`src/rtl/sser_key_pkg.sv`:
```
// Shared types and constants for the SSER serial key sequencer: FSM states,
// the fixed unlock code sequence and the local bus drive patterns.
package sser_key_pkg;

    typedef enum logic [2:0] {
        IDLE,
        REQ,
        U_STB,
        U_GAP,
        R_STB,
        R_GAP,
        DONE
    } state_t;

    localparam int UNLOCK_MAX   = 4;
    localparam int UNLOCK_IDX_W = 2;
    localparam int STEP_W       = 6;

    localparam logic [3:0] UNLOCK_SEQ [UNLOCK_MAX] = '{4'h2, 4'h8, 4'hA, 4'h9};
    localparam logic [3:0] READ_CODE = 4'h0;

    typedef struct packed {
        logic       sser_n;
        logic       ba13;
        logic       ba12;
        logic [3:0] ba;
        logic       br_w;
    } bus_drv_t;

    localparam bus_drv_t BUS_IDLE = '{sser_n: 1'b1, ba13: 1'b1, ba12: 1'b0, ba: 4'h0, br_w: 1'b0};

    // Drive pattern for one strobed read inside the SSER window.
    function automatic bus_drv_t bus_strobe(input logic [3:0] code);
        return '{sser_n: 1'b0, ba13: 1'b0, ba12: 1'b1, ba: code, br_w: 1'b1};
    endfunction

    function automatic logic [3:0] unlock_code(input logic [STEP_W-1:0] idx);
        return UNLOCK_SEQ[idx[UNLOCK_IDX_W-1:0]];
    endfunction

endpackage

```
`src/rtl/sser_bit_capture.sv`:
```
// MSB-first shift register that assembles the serial key word from SDRD.
// Cleared when a request is accepted, shifted once per read strobe.
module sser_bit_capture #(
    parameter int NUM_BITS = 16
) (
    input  logic                clk,
    input  logic                rst,
    input  logic                clear,
    input  logic                shift_en,
    input  logic                sdrd,
    output logic [NUM_BITS-1:0] data
);

    // NOTE: sequential state uses non-blocking assignments so every flop
    // samples the pre-edge values, independent of block evaluation order.
    always_ff @(posedge clk or posedge rst) begin
        if (rst) begin
            data <= '0;
        end else if (clear) begin
            data <= '0;
        end else if (shift_en) begin
            // The cast drops the old MSB and keeps this legal for NUM_BITS=1.
            data <= NUM_BITS'({data, sdrd});
        end
    end

endmodule

```
`src/rtl/sser_key_sequencer.sv`:
```
// Bus-master sequencer: wins the local bus, issues the unlock strobes, then
// clocks NUM_BITS read strobes and returns the captured key word to the host.
module sser_key_sequencer
    import sser_key_pkg::*;
#(
    parameter int NUM_BITS    = 16,
    parameter int UNLOCK_LEN  = 4,
    parameter int GNT_TIMEOUT = 255
) (
    input  logic                clk,
    input  logic                rst,
    input  logic                start,
    output logic                busy,
    output logic                done,
    output logic                err,
    output logic [NUM_BITS-1:0] key_data,
    output logic                bus_req,
    input  logic                bus_gnt,
    output logic                sser_n,
    output logic                ba13,
    output logic                ba12,
    output logic [3:0]          ba,
    output logic                br_w,
    input  logic                sdrd
);

    localparam int WAIT_W = $clog2(GNT_TIMEOUT + 1);

    state_t              state, state_nx;
    logic [WAIT_W-1:0]   wait_cnt, wait_cnt_nx;
    logic [STEP_W-1:0]   step_cnt, step_cnt_nx;
    logic                err_nx;
    logic                cap_clear;
    logic                bus_req_nx;
    bus_drv_t            bus_q, bus_nx;
    logic [NUM_BITS-1:0] cap_data;

    sser_bit_capture #(
        .NUM_BITS (NUM_BITS)
    ) u_capture (
        .clk      (clk),
        .rst      (rst),
        .clear    (cap_clear),
        .shift_en (state == R_STB),
        .sdrd     (sdrd),
        .data     (cap_data)
    );

    // NOTE: every signal written here gets a default first, so no path
    // through the case can leave one unassigned and infer a latch.
    always_comb begin
        state_nx    = state;
        wait_cnt_nx = wait_cnt;
        step_cnt_nx = step_cnt;
        err_nx      = 1'b0;
        cap_clear   = 1'b0;

        case (state)
            IDLE: begin
                if (start) begin
                    state_nx    = REQ;
                    wait_cnt_nx = '0;
                    cap_clear   = 1'b1;
                end
            end
            REQ: begin
                if (bus_gnt) begin
                    state_nx    = U_STB;
                    step_cnt_nx = '0;
                end else if (wait_cnt == WAIT_W'(GNT_TIMEOUT)) begin
                    state_nx = DONE;
                    err_nx   = 1'b1;
                end else begin
                    wait_cnt_nx = wait_cnt + WAIT_W'(1);
                end
            end
            U_STB: begin
                if (!bus_gnt) begin
                    state_nx = DONE;
                    err_nx   = 1'b1;
                end else begin
                    state_nx = U_GAP;
                end
            end
            U_GAP: begin
                if (!bus_gnt) begin
                    state_nx = DONE;
                    err_nx   = 1'b1;
                end else if (step_cnt == STEP_W'(UNLOCK_LEN - 1)) begin
                    state_nx    = R_STB;
                    step_cnt_nx = '0;
                end else begin
                    state_nx    = U_STB;
                    step_cnt_nx = step_cnt + STEP_W'(1);
                end
            end
            R_STB: begin
                if (!bus_gnt) begin
                    state_nx = DONE;
                    err_nx   = 1'b1;
                end else begin
                    state_nx = R_GAP;
                end
            end
            R_GAP: begin
                if (!bus_gnt) begin
                    state_nx = DONE;
                    err_nx   = 1'b1;
                end else if (step_cnt == STEP_W'(NUM_BITS - 1)) begin
                    state_nx = DONE;
                end else begin
                    state_nx    = R_STB;
                    step_cnt_nx = step_cnt + STEP_W'(1);
                end
            end
            DONE:    state_nx = IDLE;
            default: state_nx = IDLE;
        endcase
    end

    // Bus drive is derived from the next state so the registered outputs
    // line up with the state they belong to.
    always_comb begin
        bus_req_nx = (state_nx inside {REQ, U_STB, U_GAP, R_STB, R_GAP});
        bus_nx     = bus_q;

        case (state_nx)
            U_STB:        bus_nx = bus_strobe(unlock_code(step_cnt_nx));
            R_STB:        bus_nx = bus_strobe(READ_CODE);
            U_GAP, R_GAP: bus_nx.sser_n = 1'b1;
            default:      bus_nx = BUS_IDLE;
        endcase
    end

    always_ff @(posedge clk or posedge rst) begin
        if (rst) begin
            state    <= IDLE;
            wait_cnt <= '0;
            step_cnt <= '0;
            busy     <= 1'b0;
            done     <= 1'b0;
            err      <= 1'b0;
            bus_req  <= 1'b0;
            bus_q    <= BUS_IDLE;
            key_data <= '0;
        end else begin
            state    <= state_nx;
            wait_cnt <= wait_cnt_nx;
            step_cnt <= step_cnt_nx;
            busy     <= (state_nx != IDLE);
            done     <= (state_nx == DONE);
            err      <= err_nx;
            bus_req  <= bus_req_nx;
            bus_q    <= bus_nx;
            if (state_nx == DONE && !err_nx) begin
                key_data <= cap_data;
            end
        end
    end

    assign sser_n = bus_q.sser_n;
    assign ba13   = bus_q.ba13;
    assign ba12   = bus_q.ba12;
    assign ba     = bus_q.ba;
    assign br_w   = bus_q.br_w;

endmodule

```
`config.mk`:
```
export PLATFORM = sky130hd
export DESIGN_NAME = sser_key_sequencer
export DESIGN_NICKNAME = d
export VERILOG_FILES = /design/src/rtl/sser_key_pkg.sv /design/src/rtl/sser_bit_capture.sv /design/src/rtl/sser_key_sequencer.sv
export SDC_FILE = /design/constraint.sdc
export NUM_CORES = 1
export LEC_CHECK = 0
export CAP_MARGIN = 30
export CORE_ASPECT_RATIO = 0.9
export CORE_MARGIN = 2
export CORE_UTILIZATION = 55
export DETAILED_ROUTE_END_ITERATION = 8
export PLACE_DENSITY = 0.86
export SYNTH_ARGS = -nofsm -noshare
export SYNTH_HDL_FRONTEND = slang
export SYNTH_SLANG_ARGS = --single-unit
```
`constraint.sdc`:
```
create_clock -name clk -period 4.7 [get_ports clk]
set_clock_uncertainty 0.05 [all_clocks]
set_input_delay 0.705 -clock clk [delete_from_list [all_inputs] [get_ports clk]]
set_output_delay 0.705 -clock clk [all_outputs]
set_load 0.01 [all_outputs]
```
==> metrics, run 1 <==
vias in the first global route=1655; Ys Warns=0; total track usage=0.197; Async S/R FF share, synth=1.00; postcts setup bufs=0; Synth cell types=just over 50; CORE AREA=4520 um2; Initial Util=0.582; maximum fanout along the worst path=16; Synth top area share=0.543; hpwl dp=3160 um; CTS tree=yes; CP delay by family, top=simple AND/OR/NAND/NOR gates; first-pass GRT wire length=8160 um; CP arrival=3340 ps; Remaining DRCs=0; RSZ-0062 raised after global routing=false; Worst path depth=7; Routability Congestion=0.829; clock latency on the worst-skew pair=340 ps; total nets after synthesis=223; wire per inst=around 15 um; top cells by count, synth=dfrtp_1 (57), nor2_1 (20), a22o_1 (16); total I/O pin count=33; cell taking the most area after synthesis=dfrtp_1; Placement Cell Area=2930 um2; count of state elements after synthesis=59; DIE WIDTH=76.9 um; Total Neg Setup Slack=0 ps; synth top area cells=dfrtp_1 (54%), mux2_4 (5.7%), a22o_1 (5.3%), nor2_1 (2.9%), mux2_2 (2.6%); DR vias/cell=around 5.6; drt total wl=4830 um; Final Hold Fails=0; Worst VDD drop=roughly 0.24 mV; Top FF cell, synth=dfrtp_1; post-route cell area=approximately 3100 um2; number of CTS-inserted buffers=9; P_leak=1.47 nW; max incr delay on CP=600 ps; Max Slew Vio Count=0; # diodes=0; global route total overflow=0; Post-synth EDFFs=0; Power Dens Cells=546 nW/um2; CTS-repair resized insts=0; hold crit path type=flip-flop to flip-flop; # port buffers=31; area grow syn2layout=19.5%; clk slew on worst S/H paths=about 60 ps; row count=23; cts hold-fix bufs=0; critical path, cell by cell=clkdlybuf4s50_1, or4b_4, nor3b_2, or3_2, and2_4, nor2b_4, mux2_2; initial DRC count=between 100 and 150; drt pass-1 iters=4; most numerous cell in the Yosys netlist=dfrtp_1; largest net degree at the start of global routing=55; total number of vias=1757; CTS sink count=59; CP max stage cell=or4b_4; Highest Clock Rate=0.315 GHz; final net count=roughly 250; Seq/Total Area, Yosys=0.563; min Tclk post-route=3180 ps; final period utilization=0.676; outcome=finished clean; Setup crit end kind=flip-flop; die area=5350 um2; worst setup path class=primary input to flip-flop; Slew headroom=0.569; Setup-failing EPs final=0; mean post-synth cell area=12.2 um2; Slew @ Worst Pin=between 600 and 700 ps; Syn Std Cell Area=2630 um2; total of max-cap violations=0; Die Height=69.6 um; crit start category=primary input; CTS H-Tree Depth=3; Critical Path RT=just under 5000 ps; Post-Syn Instances=about 220; Hold Path Stages=2; Buf/Inv on CP=1; post-route ant nets=0; CTS max path bufs=2; reg2reg path depth=7; initial antenna violation count=0; share of cells above drive strength 1=0.194; root buf cell=clkbuf_8
[layout by cell type (no fill, tap or decap), types with 2 or more instances in the layout]
cell type / instances
nor3b_1: 5
xor2_1: 4
a41oi_1: 2
inv_1: 5
buf_4: 3
o21ai_0: 8
clkinv_2: 2
nand4_1: 3
dfrtp_1: 57
and3_1: 4
mux2_4: 10
nand3_1: 3
dfstp_2: 2
a21oi_1: 6
nor2_1: 20
or3_1: 2
clkbuf_8: 11
clkdlybuf4s50_1: 31
a21o_2: 2
xnor2_1: 3
ha_1: 2
a21o_1: 2
inv_2: 2
a22o_1: 16
nand2_1: 13
mux2_2: 6
[power by group]
group | internal, mW | switching [mW] | leakage [nW]
combinational | 0.260 | 0.308 | 0.563
clock | 0.273 | 0.195 | 0.106
sequential | 0.602 | 0.0751 | 0.798
total | 1.13 | 0.578 | 1.47
[layer usage]
| layer | routed length (um) | GRT usage |
|---|---|---|
| met3 | 230 | 0.0352 |
| met1 | 2350 | 0.284 |
| met2 | 2150 | 0.284 |
| met5 | 0 | 0 |
| met4 | 102 | 0.109 |
[final timing paths]
path | from | endpoint | slack [ps]
worst max-delay path | bus_gnt | key_data[13] | 1520
worst min-delay path | ba[0] | ba[0] | 450
worst max register to register | step_cnt[1] | key_data[13] | 1870
worst min register to register | ba[0] | ba[0] | 450
max in group asynchronous | rst | err | 3250
min in group asynchronous | rst | key_data[5] | 510
[cells by family (layout without fill, tap and decap cells)]
logic type,count (synthesis),after routing,synth area share
other,1,1,0.00143
AND/OR/NAND/NOR,64,64,0.135
AO/OA/AOI/OAI,45,45,0.130
multiplexers,16,16,0.0829
flip-flops,59,59,0.563
buffers and inverters,21,57,0.0490
adder cells (fa/ha/maj),2,2,0.00952
XOR/XNOR,8,8,0.0295
[worst min-delay path, delay by kind of cell, from the launching register on]
| kind | cells | cell delay [ps] |
|---|---|---|
| compound gates | 1 | 60 |
| simple gates | 1 | 50 |
| flops | 1 | 350 |
[stage by stage]
| step | std cells | total power, mW | util | setup WS (ps) | hold slack (ps) |
|---|---|---|---|---|---|
| after CTS | 313 | 1.71 | 0.693 | 1530 | 448 |
| after detailed placement | 297 | 1.24 | 0.648 | 1180 | 436 |
| after global routing | 314 | 1.80 | 0.695 | 1420 | 459 |
| after floorplan | 216 | 1.09 | - | 1930 | 416 |
| final | 314 | 1.71 | 0.695 | 1520 | 446 |
| after global placement | 296 | 1.22 | 0.646 | 1270 | 417 |
[state kept, by name, indices dropped and copies added (netlist names)]
signal	cells
key_data	16
u_capture.data	16
wait_cnt	8
step_cnt	6
ba	3
state	3
ba12	1
ba13	1
bus_req	1
busy	1
done	1
err	1
sser_n	1
[final cells by class]
type | count | area, um2
Clock inverter | 4 | 48.8
Tap cell | 62 | 77.6
Multi-Input combinational cell | 136 | 1020
Sequential cell | 59 | 1480
Clock buffer | 12 | 155
Inverter | 7 | 26.3
Timing Repair Buffer | 34 | 333
Fill cell | 342 | 1380
Power figures use the tool's default switching activity.
==> run 2: changes to the inputs <==
--- a/config.mk
+++ b/config.mk
@@ -8,9 +8,9 @@
 export CAP_MARGIN = 30
 export CORE_ASPECT_RATIO = 0.9
 export CORE_MARGIN = 2
-export CORE_UTILIZATION = 55
+export CORE_UTILIZATION = 49
 export DETAILED_ROUTE_END_ITERATION = 8
-export PLACE_DENSITY = 0.86
+export PLACE_DENSITY = 0.82
 export SYNTH_ARGS = -nofsm -noshare
 export SYNTH_HDL_FRONTEND = slang
 export SYNTH_SLANG_ARGS = --single-unit
==> constraint.sdc (replaced) <==
create_clock -name clk -period 2.85 [get_ports clk]
set_clock_uncertainty 0.05 [all_clocks]
set_input_delay 0.4275 -clock clk [delete_from_list [all_inputs] [get_ports clk]]
set_output_delay 0.4275 -clock clk [all_outputs]
set_load 0.01 [all_outputs]
==> run 2 against run 1 <==
Net effect:
- final area rose by 3.1%
- setup slack got worse by 1200 ps
- first-iteration DRC count fell by 8.5%
- sequential power rose by 65%
- routed wire length rose by 0.50%
- non-clock buffer count rose by 3
- clock power rose by 97%
==> metrics, run 2 (synthesis results as in run 1) <==
drt total wl=4860 um; CORE AREA=5220 um2; Initial Util=0.503; Total Neg Setup Slack=0 ps; hold crit path type=primary input to asynchronous set/reset pin; # diodes=0; CP arrival=2740 ps; worst setup path class=flip-flop to flip-flop; area grow syn2layout=23.1%; clk slew on worst S/H paths=60 ps; Placement Cell Area=2990 um2; first-pass GRT wire length=8150 um; RSZ-0062 raised after global routing=false; # port buffers=31; total I/O pin count=33; met2 wire length=between 2000 and 2500 um; Detail Route met3 WL=234 um; Routability Congestion=about 0.82; global route total overflow=0; Max Slew Vio Count=0; min Tclk post-route=2530 ps; row count=25; Critical Path RT=slightly above 3000 ps; Largest regs=key_data: 16 flops, u_capture.data: 16 flops, wait_cnt: 8 flops; met1 WL=roughly 2300 um; initial antenna violation count=0; Setup crit end kind=flip-flop; DR vias/cell=5.49; Top Layer Used=met4; total of max-cap violations=0; post-route cell area=between 3000 and 4000 um2; post-route ant nets=0; Power Dens Cells=928 nW/um2; DIE WIDTH=81.2 um; drt pass-1 iters=4; total number of vias=1769; post-placement cell count=306; Remaining DRCs=0; postcts setup bufs=0; wire per inst=between 15 and 20 um; most frequent cells in the layout=dfrtp_1 (57), clkdlybuf4s50_1 (31), nor2_1 (20), a22o_1 (16), nand2_1 (13); crit start category=flip-flop; Slew headroom=0.582; share of cells above drive strength 1=0.208; CTS max path bufs=2; maximum fanout along the worst path=5; final period utilization=0.889; Die Height=73.5 um; P_leak=around 1.5 nW; most common cell after layout, fill and taps aside=dfrtp_1; CTS tree=yes; Highest Clock Rate=0.395 GHz; outcome=finished clean; total track usage=0.187; number of CTS-inserted buffers=9; CTS H-Tree Depth=3; hpwl dp=3210 um; die area=5970 um2; root buf cell=clkbuf_8; initial DRC count=108; clock latency on the worst-skew pair=330 ps; largest net degree at the start of global routing=34; vias in the first global route=1671; Final Hold Fails=0; reg2reg setup slack=320 ps; final net count=between 200 and 300; Setup-failing EPs final=0; CTS sink count=59; Worst VDD drop=0.467 mV; Slew @ Worst Pin=621 ps; Layout Cells excl Fill=322
## run 2: cell types whose count changed in the layout (fill, tap and decap cells not counted)
cell	change
bufinv_16	+2
buf_4	+1
nor3b_2	+1
clkbuf_8	-1
nor3b_1	-1
clkinv_4	-1
buf_12	+2
## run 2: through the flow
step	setup slack, ps	utilization	power [mW]	hold WS (ps)
finish	318	0.619	3.00	435
CTS	212	0.618	3.03	442
global placement	68.8	0.572	2.06	418
floorplan	304	-	1.80	416
detailed placement	15.2	0.572	2.10	439
global route	158	0.619	3.17	480
## run 2: path summary, 6_finish.rpt
path                       cells after the start     endpoint        start
max                                            7  step_cnt[5]  wait_cnt[0]
min                                            2         busy          rst
max reg2reg                                    7  step_cnt[5]  wait_cnt[0]
min reg2reg                                    2        ba[1]        ba[1]
max in group asynchronous                      3  key_data[0]          rst
min in group clk                               2        ba[1]        ba[1]
## run 2: cell type report
cell class,count,area [um2]
Clock inverter,5,100
Fill cell,381,1990
Inverter,7,26.3
Tap cell,67,83.8
Clock buffer,11,141
Timing Repair Buffer,37,380
Multi-Input combinational cell,136,1020
Sequential cell,59,1480
## run 2: per-layer routing
| metal | vias up | GRT usage |
|---|---|---|
| met5 | - | 0 |
| met4 | 0 | 0.0847 |
| met3 | 10 | 0.0590 |
| met2 | 44 | 0.255 |
| met1 | 876 | 0.271 |
| li1 | 839 | - |
## run 2: where the power goes
part	switching [mW]	total (mW)	internal [mW]
Combinational	0.501	0.960	0.459
Clock	0.320	0.922	0.602
Sequential	0.127	1.12	0.994
Total	0.949	3.00	2.05
## run 2: critical path, stage by stage, from the launching register on
cell	delay, ps
dfrtp_1	390
ha_1	240
and3_2	230
nor3b_2	160
or3_2	540
xnor2_2	200
or4_1	480
a32oi_1	160
## run 2: timing repair
item                       4_1_cts  5_1_grt
hold buffers                     0        0
resized for setup                0        1
hold endpoints to repair         0        0
setup endpoints to repair        0        1
